`config.mk`:
```
export PLATFORM = sky130hd
export DESIGN_NAME = regfile_ldm_sequencer
export DESIGN_NICKNAME = d
export VERILOG_FILES = /design/src/rtl/regfile_seq_pkg.sv /design/src/rtl/prio_enc16.sv /design/src/rtl/regfile_ldm_sequencer.sv
export SDC_FILE = /design/constraint.sdc
export NUM_CORES = 1
export LEC_CHECK = 0
export CAP_MARGIN = 20
export CELL_PAD_IN_SITES_DETAIL_PLACEMENT = 1
export CELL_PAD_IN_SITES_GLOBAL_PLACEMENT = 1
export CORE_ASPECT_RATIO = 0.7
export CORE_MARGIN = 3
export CORE_UTILIZATION = 30
export CTS_CLUSTER_SIZE = 12
export DETAILED_ROUTE_END_ITERATION = 7
export GPL_ROUTABILITY_DRIVEN = 0
export PLACE_DENSITY_LB_ADDON = 0.12
export SLEW_MARGIN = 20
export SYNTH_ARGS = -nofsm -noshare
export SYNTH_HDL_FRONTEND = slang
export SYNTH_SLANG_ARGS = --single-unit
```
`constraint.sdc`:
```
create_clock -name clk -period 2.3 [get_ports clk]
set_input_delay 0.575 -clock clk [delete_from_list [all_inputs] [get_ports clk]]
set_output_delay 0.575 -clock clk [all_outputs]
set_load 0.02 [all_outputs]
```
`src/rtl/regfile_seq_pkg.sv`:
```
// Shared definitions for the register-file block-load sequencer.
//   state_t      : FSM state encoding (legacy-compatible localparam constants)
//   DefAddrStep  : default byte increment between consecutive words
//   RegPc        : register index that maps onto the PC write port
package regfile_seq_pkg;

  typedef logic [2:0] state_t;

  localparam state_t StIdle = 3'd0;
  localparam state_t StReq  = 3'd1;
  localparam state_t StWait = 3'd2;
  localparam state_t StWb   = 3'd3;
  localparam state_t StDone = 3'd4;

  localparam int unsigned DefAddrStep = 4;

  localparam logic [3:0] RegPc = 4'd15;

endpackage

```
`src/rtl/prio_enc16.sv`:
```
// Combinational lowest-set-bit encoder for a 16-bit vector.
//   vec   : input vector
//   idx   : index of the lowest set bit (0 when vec is empty)
//   valid : at least one bit of vec is set
module prio_enc16 (
  input  logic [15:0] vec,
  output logic [3:0]  idx,
  output logic        valid
);

  always_comb begin
    idx = '0;
    // Scan downwards so the lowest set bit is the last (winning) assignment.
    for (int i = 15; i >= 0; i--) begin
      if (vec[i]) begin
        idx = 4'(i);
      end
    end
    valid = |vec;
  end

endmodule

```
`src/rtl/regfile_ldm_sequencer.sv`:
```
// Block-load (LDM-style) write-side sequencer for the register file.
// Issues one memory read per register in reg_list, lowest index first at ascending addresses,
// and steers each returned word to the register file write port (WE3/A3/WD3) or, for R15,
// to the PC port. Optionally writes the final address back to the base register rn.
//   clk, rst                     : clock, asynchronous active-low reset
//   start, reg_list, base_addr,
//   wback, rn                    : command, captured when accepted in IDLE
//   mem_re, mem_addr             : single-cycle read request per word
//   mem_rdata, mem_rvalid        : read response, consumed only while waiting
//   WE3, A3, WD3                 : register file write port (R0..R14)
//   pc_we, pc_wdata              : PC write port
//   busy, done                   : activity flag and one-cycle completion pulse
module regfile_ldm_sequencer
  import regfile_seq_pkg::*;
#(
  parameter int unsigned N         = 32,
  parameter int unsigned ADDR_STEP = DefAddrStep
) (
  input  logic         clk,
  input  logic         rst,
  input  logic         start,
  input  logic [15:0]  reg_list,
  input  logic [N-1:0] base_addr,
  input  logic         wback,
  input  logic [3:0]   rn,
  output logic         mem_re,
  output logic [N-1:0] mem_addr,
  input  logic [N-1:0] mem_rdata,
  input  logic         mem_rvalid,
  output logic         WE3,
  output logic [3:0]   A3,
  output logic [N-1:0] WD3,
  output logic         pc_we,
  output logic [N-1:0] pc_wdata,
  output logic         busy,
  output logic         done
);

  state_t       state_q, state_d;
  logic [15:0]  list_q, list_d;   // original list, used to suppress writeback
  logic [15:0]  rem_q, rem_d;     // registers still to be loaded
  logic [N-1:0] addr_q, addr_d;   // running read address
  logic [3:0]   rn_q, rn_d;
  logic         wback_q, wback_d;
  logic [3:0]   cur_q, cur_d;     // register targeted by the outstanding read

  logic [3:0]   enc_idx;
  logic         enc_valid;
  logic [15:0]  rem_next;

  prio_enc16 u_prio_enc16 (
    .vec   (rem_q),
    .idx   (enc_idx),
    .valid (enc_valid)
  );

  always_comb begin
    state_d  = state_q;
    list_d   = list_q;
    rem_d    = rem_q;
    addr_d   = addr_q;
    rn_d     = rn_q;
    wback_d  = wback_q;
    cur_d    = cur_q;
    rem_next = rem_q & ~(16'd1 << cur_q);

    mem_re   = 1'b0;
    mem_addr = '0;
    WE3      = 1'b0;
    A3       = '0;
    WD3      = '0;
    pc_we    = 1'b0;
    pc_wdata = '0;

    case (state_q)
      StIdle: begin
        if (start) begin
          list_d  = reg_list;
          rem_d   = reg_list;
          addr_d  = base_addr;
          rn_d    = rn;
          wback_d = wback;
          if (reg_list != 16'd0) begin
            state_d = StReq;
          end else if (wback) begin
            state_d = StWb;
          end else begin
            state_d = StDone;
          end
        end
      end

      StReq: begin
        if (enc_valid) begin
          mem_re   = 1'b1;
          mem_addr = addr_q;
          cur_d    = enc_idx;
          state_d  = StWait;
        end else begin
          // Unreachable while rem_q is only entered non-empty; finish cleanly if it ever is.
          state_d = StDone;
        end
      end

      StWait: begin
        if (mem_rvalid) begin
          if (cur_q == RegPc) begin
            pc_we    = 1'b1;
            pc_wdata = mem_rdata;
          end else begin
            WE3 = 1'b1;
            A3  = cur_q;
            WD3 = mem_rdata;
          end
          rem_d  = rem_next;
          addr_d = addr_q + N'(ADDR_STEP);
          if (rem_next != 16'd0) begin
            state_d = StReq;
          end else if (wback_q && !list_q[rn_q]) begin
            // A loaded base register keeps the loaded value.
            state_d = StWb;
          end else begin
            state_d = StDone;
          end
        end
      end

      StWb: begin
        if (rn_q == RegPc) begin
          pc_we    = 1'b1;
          pc_wdata = addr_q;
        end else begin
          WE3 = 1'b1;
          A3  = rn_q;
          WD3 = addr_q;
        end
        state_d = StDone;
      end

      StDone: begin
        state_d = StIdle;
      end

      default: begin
        state_d = StIdle;
      end
    endcase
  end

  assign busy = (state_q != StIdle);
  assign done = (state_q == StDone);

  always_ff @(posedge clk or negedge rst) begin
    if (!rst) begin
      state_q <= StIdle;
      list_q  <= '0;
      rem_q   <= '0;
      addr_q  <= '0;
      rn_q    <= '0;
      wback_q <= 1'b0;
      cur_q   <= '0;
    end else begin
      state_q <= state_d;
      list_q  <= list_d;
      rem_q   <= rem_d;
      addr_q  <= addr_d;
      rn_q    <= rn_d;
      wback_q <= wback_d;
      cur_q   <= cur_d;
    end
  end

endmodule

```
==> impl_metrics.json, run 1 <==
{
  "p_per_area_nw_per_um2": 1260,
  "critPathMostFrequentCell": "buf_6",
  "status": "complete, but fails checks",
  "portBuffers": 193,
  "clockBufferDepth": 2,
  "routedWlPerCell_um": 25.6,
  "cp-start-kind": "flip-flop",
  "numClockSinks": 76,
  "synth_top_flop_cell": "dfrtp_1",
  "route.vias.total": 6937,
  "power.leakage_nw": 4.10,
  "fin_crit_ns": 2.68,
  "synth_nets": 757,
  "avgSynthCellArea_sq_um": 8.18,
  "fp-row-count": 40,
  "relSlewSlack": 0.590,
  "irDropWorstVdd_uv": 515,
  "instances_no_fill": 1168,
  "yosysMostFrequentCell": "nand2_1",
  "synth-edff-count": 0,
  "worstSkewPairLatency_ns": 0.35,
  "syn_area_sq_um": 5460,
  "yosysTopAreaCell": "dfrtp_1",
  "grt_pass1_vias": 7046,
  "max_stage_delay_ns": 0.40,
  "route.detailed.drc": 0,
  "drt_iter0_markers": 531,
  "min_path_type": "input pin to asynchronous set/reset pin",
  "firstDrtPassIters": 4,
  "overflow": 0,
  "power.total_mw": 11.6,
  "path_cells": "buf_6, nor3b_4, buf_6, nand2_4, nor2_4, buf_6, clkbuf_16, a22o_1, buf_6",
  "cts_tree": "built",
  "drive_above_1_share": 0.327,
  "max_slew.worst_pin.slew_ns": 0.615,
  "place_hpwl_um": 17800,
  "area_growth_syn_to_layout_pct": 69.4,
  "crit_fanout": 4,
  "max_cap_viol_count": 0,
  "rsz0062_at_grt": "true",
  "htreeDepth": 3,
  "start_util": 0.312,
  "synthTopCellsByArea": "dfrtp_1, a22o_1, nand2_1",
  "finalMaxSlewViolations": 0,
  "post_synth_num_cell_types": 72,
  "clk_pin_slew_worst_paths_ns": 0.07,
  "die_w_um": 167,
  "cts_hold_buf": 0,
  "finalSetupViolations": 103,
  "synth_top_area_frac": 0.349,
  "yosysWarningCount": 0,
  "dieArea_sq_um": 19900,
  "fin_ws_ns": -0.375,
  "postRouteWirelength_um": 29900,
  "hold_viol": 0,
  "antenna_found_initial": 1,
  "ys_ff_latch": 76,
  "ioPinCount": 194,
  "worstPathArrival_ns": 2.10,
  "dp_cells": 1099,
  "cp_slowest_cell": "dfrtp_1",
  "ys_seq_area_frac": 0.349,
  "die_y_um": 119,
  "cts_made_buffers": 9,
  "violations": "negative setup slack",
  "viasPerCell": 5.94,
  "grt_start_max_net_pins": 55,
  "clock-root-buffer": "clkbuf_16",
  "cp-end-kind": "primary output",
  "grt_pass1_wl_um": 42000,
  "groute.usage.overall": 0.269,
  "critPathKind": "flip-flop to primary output",
  "async_flop_share": 1.00,
  "crit_required_ns": 1.73,
  "detail-route-antenna-nets": 0,
  "max_freq_ghz": 0.374,
  "fp.coreArea_sq_um": 17500,
  "final_nets": 1021,
  "synthCells": 667,
  "finalCritPeriodShare": 1.16,
  "finClkSkew_ns": 0.00712,
  "synthTopCellsByCount": "nand2_1, dfrtp_1, a22o_1"
}
[final cells by class]
cell class	instances	area, sq um
clock inverters	6	47.5
inverters	11	41.3
clock buffers	10	239
repair buffers	308	3240
well taps	231	289
multi-input cells	525	3470
fillers	1975	8230
flip-flops and latches	76	1900
diodes	1	2.50
[what timing repair did]
action | in CTS | in global routing
resized for setup | 609 | 74
gates cloned | 8 | 8
setup buffers | 31 | 13
setup endpoints to repair | 139 | 113
pin swaps | 26 | 35
[routing by layer]
layer	global-route usage	share of wire	wire length, um	vias to the layer above
met4	0.0644	0.021	639	0
met2	0.414	0.46	13700	342
met1	0.384	0.44	13000	3546
li1	-	-	-	3009
met3	0.0630	0.084	2520	40
met5	0	0	0	-
[power by group]
part	internal [mW]	total (mW)	switching, mW	leakage, nW
Clock	0.769	1.41	0.645	0.139
Sequential	1.99	2.85	0.857	0.905
Combinational	3.30	7.36	4.06	3.06
Total	6.06	11.6	5.56	4.10
[kinds of logic after synthesis]
kind of cell	count (synthesis)	synth area share
mux	8	0.0241
fa+ha+maj	1	0.00229
flops	76	0.349
buf+inv	69	0.0624
compound gates	220	0.282
simple gates	293	0.281
[through the flow]
stage               cell area (sq um)  TNS, ns  utilization  setup slack, ns  hold slack, ns
floorplan                        5460        0            -          0.00394           0.279
global placement                 7960   -78.26        0.456           -0.778           0.455
CTS                              8830   -24.63        0.506           -0.325           0.209
global route                     9240   -32.67        0.529           -0.413           0.223
detailed placement               7960   -85.84        0.456           -0.940           0.463
finish                           9240   -27.65        0.529           -0.375           0.198
[flip-flops by register name, summed over array words and instances, names as in the netlist]
name     flops
addr_q      32
cur_q        4
list_q      16
rem_q       16
rn_q         4
state_q      3
wback_q      1
[worst max-delay path: cells and delay by family, from the launching register on]
family | cells | cell delay [ns]
and+or+nand+nor | 3 | 0.44
AOI/OAI and AO/OA | 1 | 0.16
DFF | 1 | 0.40
buffers and inverters | 5 | 0.74
[cells in the final DEF, fill, tap and decap left out, types with 6 or more instances in the layout]
cell / count
buf_12: 15
buf_4: 85
buf_2: 8
a31oi_1: 13
and2_1: 12
nand4_1: 16
o22ai_1: 10
and2_4: 22
clkdlybuf4s50_1: 86
a21oi_1: 51
buf_6: 102
o21ai_0: 33
nor2_1: 36
nand3_1: 16
a22o_1: 66
nor2_4: 7
inv_1: 11
a2bb2oi_1: 14
nor2b_1: 7
dfrtp_1: 76
and4_1: 6
nand2_1: 114
clkbuf_16: 15
[worst paths after layout]
path / slack [ns] / from / to / depth (start not counted)
max: -0.38 / state_q[0]$_DFFE_PN0P_ / WD3[27] / 9
min: 0.20 / rst / addr_q[0]$_DFFE_PN0P_ / 1
max reg2reg: 0.05 / addr_q[2]$_DFFE_PN0P_ / addr_q[20]$_DFFE_PN0P_ / 6
min reg2reg: 0.48 / list_q[5]$_DFFE_PN0P_ / list_q[5]$_DFFE_PN0P_ / 2
max in group asynchronous: 1.48 / rst / rem_q[10]$_DFFE_PN0P_ / 2
min in group clk: 0.48 / list_q[5]$_DFFE_PN0P_ / list_q[5]$_DFFE_PN0P_ / 2
Note: power is estimated with default switching activity, not from simulation.
==> inputs of run 2 (changes only) <==
- CAP_MARGIN: 20 -> 10
==> results of run 2 <==
Final layout, timing and power as in run 1 (identical DEF).
